## src/rtl/ui_pkg.sv

```systemverilog
// UI state RAM constants shared by the numeric field writers: character codes,
// field base addresses and the minimum decimal digit count for a binary width.
package ui;

  localparam logic [7:0] CHAR_BLANK  = 8'hF6;
  localparam logic [7:0] CHAR_ZERO   = 8'h30;
  localparam logic [7:0] CHAR_SUFFIX = 8'hBB;

  localparam logic [9:0] FIELD_BASE_SCORE = 10'h001;
  localparam logic [9:0] FIELD_BASE_TIMER = 10'h020;
  localparam logic [9:0] FIELD_BASE_LEVEL = 10'h040;

  // ceil(log10(2) * width); width*log10(2) is never an exact integer for width > 0
  function automatic int min_digits(input int width);
    return (width * 30103 + 99999) / 100000;
  endfunction

endpackage

```

## src/rtl/bcd_shift_core.sv

```systemverilog
// Sequential double-dabble datapath: one add-3/shift step per cycle, WIDTH steps
// per conversion, with a terminal-count down-counter flagging the final step.
module bcd_shift_core #(
  parameter int WIDTH  = 28,
  parameter int DIGITS = 9
) (
  input  logic                  clk,
  input  logic                  rst_n,
  input  logic                  load,
  input  logic                  step,
  input  logic [WIDTH-1:0]      value,
  output logic [4*DIGITS-1:0]   bcd,
  output logic [4*DIGITS-1:0]   bcd_next,
  output logic                  last
);

  localparam int CW = $clog2(WIDTH + 1);

  logic [WIDTH-1:0]    bin;
  logic [CW-1:0]       cnt;
  logic [4*DIGITS-1:0] adj;

  always_comb begin
    adj = '0;
    for (int i = 0; i < DIGITS; i++) begin
      adj[i*4 +: 4] = (bcd[i*4 +: 4] >= 4'd5) ? bcd[i*4 +: 4] + 4'd3 : bcd[i*4 +: 4];
    end
  end

  // Combinational view of the next step lets the writer emit on the very next cycle
  assign bcd_next = {adj[4*DIGITS-2:0], bin[WIDTH-1]};
  assign last     = (cnt == CW'(1));

  always_ff @(posedge clk or negedge rst_n) begin
    if (!rst_n) begin
      bin <= '0;
      bcd <= '0;
      cnt <= '0;
    end else if (load) begin
      bin <= value;
      bcd <= '0;
      cnt <= CW'(WIDTH);
    end else if (step && (cnt != '0)) begin
      bin <= {bin[WIDTH-2:0], 1'b0};
      bcd <= bcd_next;
      cnt <= cnt - CW'(1);
    end
  end

endmodule

```

## src/rtl/bcd_field_writer.sv

```systemverilog
// Converts a binary value to decimal and writes DIGITS digit cells plus a suffix
// cell into the UI state RAM. Define BCD_FIELD_WRITER_LZB_EN for leading-zero blanking.
//
// state     | meaning
// S_IDLE    | waiting for i_start; accepting loads the shift core
// S_CONVERT | WIDTH double-dabble steps, no writes
// S_EMIT    | DIGITS digit writes (MS first) then the suffix write
// S_DONE    | one-cycle o_done, i_start ignored
module bcd_field_writer
  import ui::*;
#(
  parameter int         WIDTH      = 28,
  parameter int         DIGITS     = ui::min_digits(WIDTH),
  parameter logic [9:0] FIELD_BASE = 10'h000
) (
  input  logic             i_clk,
  input  logic             i_rst_n,
  input  logic             i_start,
  input  logic [WIDTH-1:0] i_value,
  input  logic [7:0]       i_attr,
  output logic             o_busy,
  output logic             o_done,
  output logic             o_we,
  output logic [9:0]       o_waddr,
  output logic [15:0]      o_wdata
);

  localparam int KW = $clog2(DIGITS + 1);

  if (DIGITS < ui::min_digits(WIDTH)) begin : g_digits_check
    $error("bcd_field_writer: DIGITS too small for WIDTH");
  end

  typedef enum logic [1:0] {S_IDLE, S_CONVERT, S_EMIT, S_DONE} state_t;

  state_t              state, state_nx;
  logic [KW-1:0]       idx, idx_nx;
  logic                load, step, last;
  logic                untracked;
  logic [7:0]          attr;
  logic [4*DIGITS-1:0] bcd, bcd_next, src;
  logic [DIGITS-1:0]   blank_mask;
  logic [3:0]          digit_sel;
  logic                blank_sel;
  logic [7:0]          char_nx;
  logic [9:0]          waddr_nx;

  bcd_shift_core #(.WIDTH(WIDTH), .DIGITS(DIGITS)) u_core (
    .clk      (i_clk),
    .rst_n    (i_rst_n),
    .load     (load),
    .step     (step),
    .value    (i_value),
    .bcd      (bcd),
    .bcd_next (bcd_next),
    .last     (last)
  );

  always_ff @(posedge i_clk or negedge i_rst_n) begin
    if (!i_rst_n) begin
      state <= S_IDLE;
      idx   <= '0;
    end else begin
      state <= state_nx;
      idx   <= idx_nx;
    end
  end

  always_comb begin
    state_nx = state;
    idx_nx   = idx;
    load     = 1'b0;
    step     = 1'b0;
    case (state)
      S_IDLE: begin
        if (i_start) begin
          state_nx = S_CONVERT;
          load     = 1'b1;
        end
      end
      S_CONVERT: begin
        step = 1'b1;
        if (last) begin
          state_nx = S_EMIT;
          idx_nx   = '0;
        end
      end
      S_EMIT: begin
        if (idx == KW'(DIGITS)) state_nx = S_DONE;
        else                    idx_nx   = idx + KW'(1);
      end
      default: state_nx = S_IDLE;
    endcase
  end

  // First cell is registered on the last conversion edge, so read the core's step result
  assign src = (state == S_CONVERT) ? bcd_next : bcd;

  always_comb begin
    logic lz;
    lz         = 1'b1;
    blank_mask = '0;
`ifdef BCD_FIELD_WRITER_LZB_EN
    for (int i = DIGITS - 1; i >= 0; i--) begin
      lz            = lz & (src[i*4 +: 4] == 4'd0);
      blank_mask[i] = lz && (i != 0);
    end
`endif
  end

  always_comb begin
    digit_sel = 4'd0;
    blank_sel = 1'b0;
    for (int i = 0; i < DIGITS; i++) begin
      if (idx_nx == KW'(DIGITS - 1 - i)) begin
        digit_sel = src[i*4 +: 4];
        blank_sel = blank_mask[i];
      end
    end
    if (idx_nx == KW'(DIGITS))        char_nx = CHAR_SUFFIX;
    else if (untracked || blank_sel)  char_nx = CHAR_BLANK;
    else                              char_nx = CHAR_ZERO + {4'd0, digit_sel};
    waddr_nx = FIELD_BASE + 10'(idx_nx);
  end

  always_ff @(posedge i_clk or negedge i_rst_n) begin
    if (!i_rst_n) begin
      untracked <= 1'b0;
      attr      <= '0;
      o_busy    <= 1'b0;
      o_done    <= 1'b0;
      o_we      <= 1'b0;
      o_waddr   <= '0;
      o_wdata   <= '0;
    end else begin
      if (load) begin
        untracked <= &i_value;
        attr      <= i_attr;
      end
      o_busy <= (state_nx == S_CONVERT) || (state_nx == S_EMIT);
      o_done <= (state_nx == S_DONE);
      o_we   <= (state_nx == S_EMIT);
      if (state_nx == S_EMIT) begin
        o_waddr <= waddr_nx;
        o_wdata <= {char_nx, attr};
      end
    end
  end

endmodule
```

## config.mk

```make
export PLATFORM = sky130hd
export DESIGN_NAME = bcd_field_writer
export DESIGN_NICKNAME = d
export VERILOG_FILES = /design/src/rtl/ui_pkg.sv /design/src/rtl/bcd_shift_core.sv /design/src/rtl/bcd_field_writer.sv
export SDC_FILE = /design/constraint.sdc
export NUM_CORES = 1
export LEC_CHECK = 0
export ABC_CLOCK_PERIOD_IN_PS = 3900
export CAP_MARGIN = 40
export CORE_UTILIZATION = 30
export DETAILED_ROUTE_END_ITERATION = 8
export GPL_TIMING_DRIVEN = 0
export SLEW_MARGIN = 20
export SYNTH_ARGS = -nofsm -noshare
export SYNTH_HDL_FRONTEND = slang
export SYNTH_SLANG_ARGS = --single-unit
```

## constraint.sdc

```tcl
create_clock -name i_clk -period 3.9 [get_ports i_clk]
set_clock_uncertainty 0.1 [all_clocks]
set_input_delay 0.975 -clock i_clk [delete_from_list [all_inputs] [get_ports i_clk]]
set_output_delay 0.975 -clock i_clk [all_outputs]
set_load 0.005 [all_outputs]
```

==> metrics.log <==
[metrics] leading cell type in the layout, fill and taps excluded: sky130_fd_sc_hd__nand2_1
[metrics] upper clock frequency limit: 284 MHz
[metrics] unrepaired setup endpoints after global routing: false
[metrics] number of library cell types mapped by synthesis: 65
[metrics] maximum number of pins on one net before global-route repair: slightly below 80
[metrics] final hold vios: 0
[metrics] depth of the most critical reg-to-reg path: 14
[metrics] number of I/O pins: 68
[metrics] critical path data arrival time: 3.66 ns
[metrics] worst min-delay path startpoint: attr[6]
[metrics] worst min-delay path endpoint: attr[6]
[metrics] site row count: 52
[metrics] dominant synthesized flop cell: sky130_fd_sc_hd__dfrtp_1
[metrics] core box area: slightly above 0.02 mm2
[metrics] reg-to-reg critical path endpoint: o_wdata[10]
[metrics] count of clock tree sinks: between 100 and 150
[metrics] share of final-layout standard cells stronger than drive strength 1: 8.25%
[metrics] minimum hold slack: around 0.37 ns
[metrics] syn avg cell area: 8.60 um2
[metrics] async set or reset register ratio after synthesis: 100%
[metrics] number of max-cap violations: 0
[metrics] peak-usage layer in the global routing report: met2
[metrics] worst-skew pair later-pin latency: 0.36 ns
[metrics] beginning of the worst register-to-register path: state[1]
[metrics] register-to-register path setup slack: 0.37 ns
[metrics] most frequent cells in the layout: sky130_fd_sc_hd__nand2_1, sky130_fd_sc_hd__dfrtp_1, sky130_fd_sc_hd__nor2_1
[metrics] starting utilization of the core area: 31.0%
[metrics] cell family with most CP delay: buffers and inverters
[metrics] time the worst path needs with I/O delays and setup: between 3 and 4 ns
[metrics] post-route ant nets: 0
[metrics] via count of the first global-routing pass: 5309
[metrics] Slowest Stage Delay on Critical Path: 0.43 ns
[metrics] met3 capacity usage during global routing: 2.41%
[metrics] netlist area before placement: 0.00638 mm2
[metrics] gate count after technology mapping: approximately 740
[metrics] cell repeated most along the worst path: sky130_fd_sc_hd__inv_1
[metrics] worst-path cell with the longest stage delay: sky130_fd_sc_hd__dfrtp_1
[metrics] DRC Markers: 0
[metrics] max-slew headroom at the worst pin: 46.7%
[metrics] power per cell area: 754 mW/mm2
[metrics] count of vias placed by the detailed router: 5569
[metrics] clock-pin slew of the registers on the worst-case setup and hold paths: 0.07 ns
[metrics] slew at the pin closest to its max-slew limit: 0.799 ns
[metrics] instance count along the most critical hold path: 2
[metrics] clk buf depth: 2
[metrics] number of nets in the finished design: 888
[metrics] count of non-filler cells in the finished layout: 1094
[metrics] # placed instances: 1079
[metrics] full die area: 0.0219 mm2
[metrics] detail-routed via count per cell: 5.09
[metrics] Remaining Overflow, GRT: 0
[metrics] Routability Congestion: 0.852
[metrics] Layout Area Growth over Synthesis: 20.1%
[metrics] Design Power: between 5000 and 6000 uW
[metrics] sequential fraction of the synthesis area: 41.6%
[metrics] Avg WL per Cell: 15.8 um
[metrics] met1 Use GR: 23.6%
[metrics] combined global-route utilization of all metal layers: 16.6%
[metrics] met2 usage in global routing: around 26%
[metrics] cell breakdown of the critical path: inv_1 -> ha_1 -> buf_2 -> inv_1 -> clkbuf_2 -> nor2_1 -> o21ai_0 -> a31o_2 -> ha_1 -> inv_1 -> a21oi_1 -> o21ai_0 -> nor4_1 -> a211oi_2
[metrics] sort of element at the start of the critical path: flop
[metrics] count of antenna diodes in the layout: 0
[metrics] post-DP HPWL: approximately 13000 um
[metrics] first-pass GRT wire length: 28400 um
[metrics] register bit total from synthesis: 106
[metrics] Detailed Routing Iterations Pass 1: 5
[metrics] initial antenna violation count: 0
[metrics] type of the worst min-delay path: flop to flop
[metrics] number of setup violations in the final report: 0
[metrics] critical path type: flop to flop
[metrics] number of buffers added to fix hold violations after cts: 0
[metrics] Inserted Clock Buffers: 9
[metrics] buffers added on ports: between 60 and 70
[metrics] initial detailed-routing violation count: 407
[metrics] maximum level of the CTS H-tree: 3
[metrics] status: finished clean
[metrics] max-slew violation total from the final report: 0
[metrics] post-route clock period utilization: 90.4%
[metrics] clock tree from TritonCTS: yes
[metrics] Clock Root Buffer: sky130_fd_sc_hd__clkbuf_16
[metrics] CP max FO: 13
[metrics] Bufs and invs on worst path: 5
[metrics] detailed-route wire length: roughly 17000 um
[metrics] die width: ~150 um
[metrics] yosys synthesis warning count: 0
[metrics] overall die height: between 100 and 150 um
[metrics] peak supply drop: 236 uV
[metrics] capturing element type of the critical path: flop
[metrics] leakage component of the power: between 0.003 and 0.004 uW
[metrics] number of enable-type register cells in the synthesized netlist: 0
[metrics] data required time at the worst endpoint: 4.03 ns
==> timing repair <==
action / CTS / global route
endpoints found under the setup margin: 9 / 12
resized for setup: 1 / 5
setup buffers: 0 / 0
==> per-layer routing <==
| layer | routed length, um | part of all wire, % |
|---|---|---|
| met2 | 7890 | 46 |
| met5 | 0 | 0 |
| met1 | 8340 | 48 |
| met4 | 321 | 1.9 |
| met3 | 681 | 4.0 |
==> worst register-to-register path, stage by stage, from the launching register on <==
cell,delay [ns]
sky130_fd_sc_hd__dfrtp_1,0.43
sky130_fd_sc_hd__inv_1,0.09
sky130_fd_sc_hd__ha_1,0.17
sky130_fd_sc_hd__buf_2,0.17
sky130_fd_sc_hd__inv_1,0.41
sky130_fd_sc_hd__clkbuf_2,0.34
sky130_fd_sc_hd__nor2_1,0.08
sky130_fd_sc_hd__o21ai_0,0.16
sky130_fd_sc_hd__a31o_2,0.18
sky130_fd_sc_hd__ha_1,0.34
sky130_fd_sc_hd__inv_1,0.12
sky130_fd_sc_hd__a21oi_1,0.13
sky130_fd_sc_hd__o21ai_0,0.15
sky130_fd_sc_hd__nor4_1,0.41
sky130_fd_sc_hd__a211oi_2,0.13
==> stage by stage <==
step / util (%) / worst slack (ns) / setup TNS [ns] / area, um2
finish: 37.3 / 0.375 / 0 / 7670
global route: 37.3 / 0.0870 / 0 / 7670
detailed placement: 35.9 / -0.0794 / -0.672 / 7380
floorplan: - / 0.914 / 0 / 6400
CTS: 37.3 / 0.00637 / 0 / 7670
global placement: 35.7 / -2.53 / -266.99 / 7350
==> kinds of logic (layout without fill, tap and decap cells) <==
| logic type | Yosys count | after routing | synth area share, % |
|---|---|---|---|
| flip-flops | 106 | 106 | 41.6 |
| multiplexers | 34 | 34 | 6.04 |
| buffers and inverters | 81 | 158 | 5.49 |
| AND/OR/NAND/NOR | 291 | 291 | 20.6 |
| adder cells (fa/ha/maj) | 30 | 30 | 5.88 |
| AO/OA/AOI/OAI | 186 | 186 | 18.6 |
| other | 1 | 6 | 0.0588 |
| XOR/XNOR | 13 | 13 | 1.78 |
==> flip-flops by register name (all words and copies together) (netlist names) <==
register / count
o_busy: 1
o_done: 1
o_waddr: 4
untracked: 1
u_core.cnt: 5
u_core.bcd: 36
state: 2
idx: 4
o_we: 1
attr: 8
u_core.bin: 28
o_wdata: 15
==> Yosys cell counts, types with 5 or more instances <==
cell type	instances	area, um2
sky130_fd_sc_hd__dfrtp_1	106	2650
sky130_fd_sc_hd__o22ai_1	7	43.8
sky130_fd_sc_hd__ha_1	30	375
sky130_fd_sc_hd__nand4_1	11	68.8
sky130_fd_sc_hd__nand2b_1	12	75.1
sky130_fd_sc_hd__a31oi_1	30	188
sky130_fd_sc_hd__a21oi_1	63	315
sky130_fd_sc_hd__nor3b_1	8	60.1
sky130_fd_sc_hd__a211oi_1	11	82.6
sky130_fd_sc_hd__o211ai_1	5	37.5
sky130_fd_sc_hd__mux2_2	16	180
sky130_fd_sc_hd__buf_2	5	25.0
sky130_fd_sc_hd__nor4_1	5	31.3
sky130_fd_sc_hd__and3_1	8	50.1
sky130_fd_sc_hd__nor3_1	7	35.0
sky130_fd_sc_hd__clkbuf_1	32	120
sky130_fd_sc_hd__nand2_1	139	522
sky130_fd_sc_hd__inv_1	29	109
sky130_fd_sc_hd__buf_4	8	60.1
sky130_fd_sc_hd__xnor2_1	12	105
sky130_fd_sc_hd__nor2_1	72	270
sky130_fd_sc_hd__nand3_1	17	85.1
sky130_fd_sc_hd__mux2i_1	16	160
sky130_fd_sc_hd__o21ai_0	33	165
==> worst max path at each step <==
stage / from / endpoint / slack [ns] / cells past startpoint
2_1_floorplan: state[1] / o_waddr[1] / 0.91 / 12
3_3_place_gp: i_rst_n / o_wdata[1] / -2.53 / 1
3_5_place_dp: state[1] / o_wdata[5] / -0.08 / 12
4_1_cts: state[1] / o_wdata[10] / 0.006 / 15
5_1_grt: state[1] / o_wdata[10] / 0.09 / 15
6_report: state[1] / o_wdata[10] / 0.37 / 14
==> where the power goes <==
| group | switching [uW] | internal, uW | leakage (uW) |
|---|---|---|---|
| logic | 1760 | 1200 | 0.00187 |
| clock network | 457 | 449 | 0.000137 |
| registers | 364 | 1540 | 0.00135 |
| total | 2580 | 3200 | 0.00336 |
==> cell type report <==
class	count	area (um2)
plain buffers	49	233
clock buffers	10	229
clock inverters	6	58.8
fillers	2155	12900
inverters	31	119
multi-input cells	560	3400
flip-flops and latches	106	2650
well taps	270	338
repair buffers	62	639
Power figures use the tool's default switching activity.
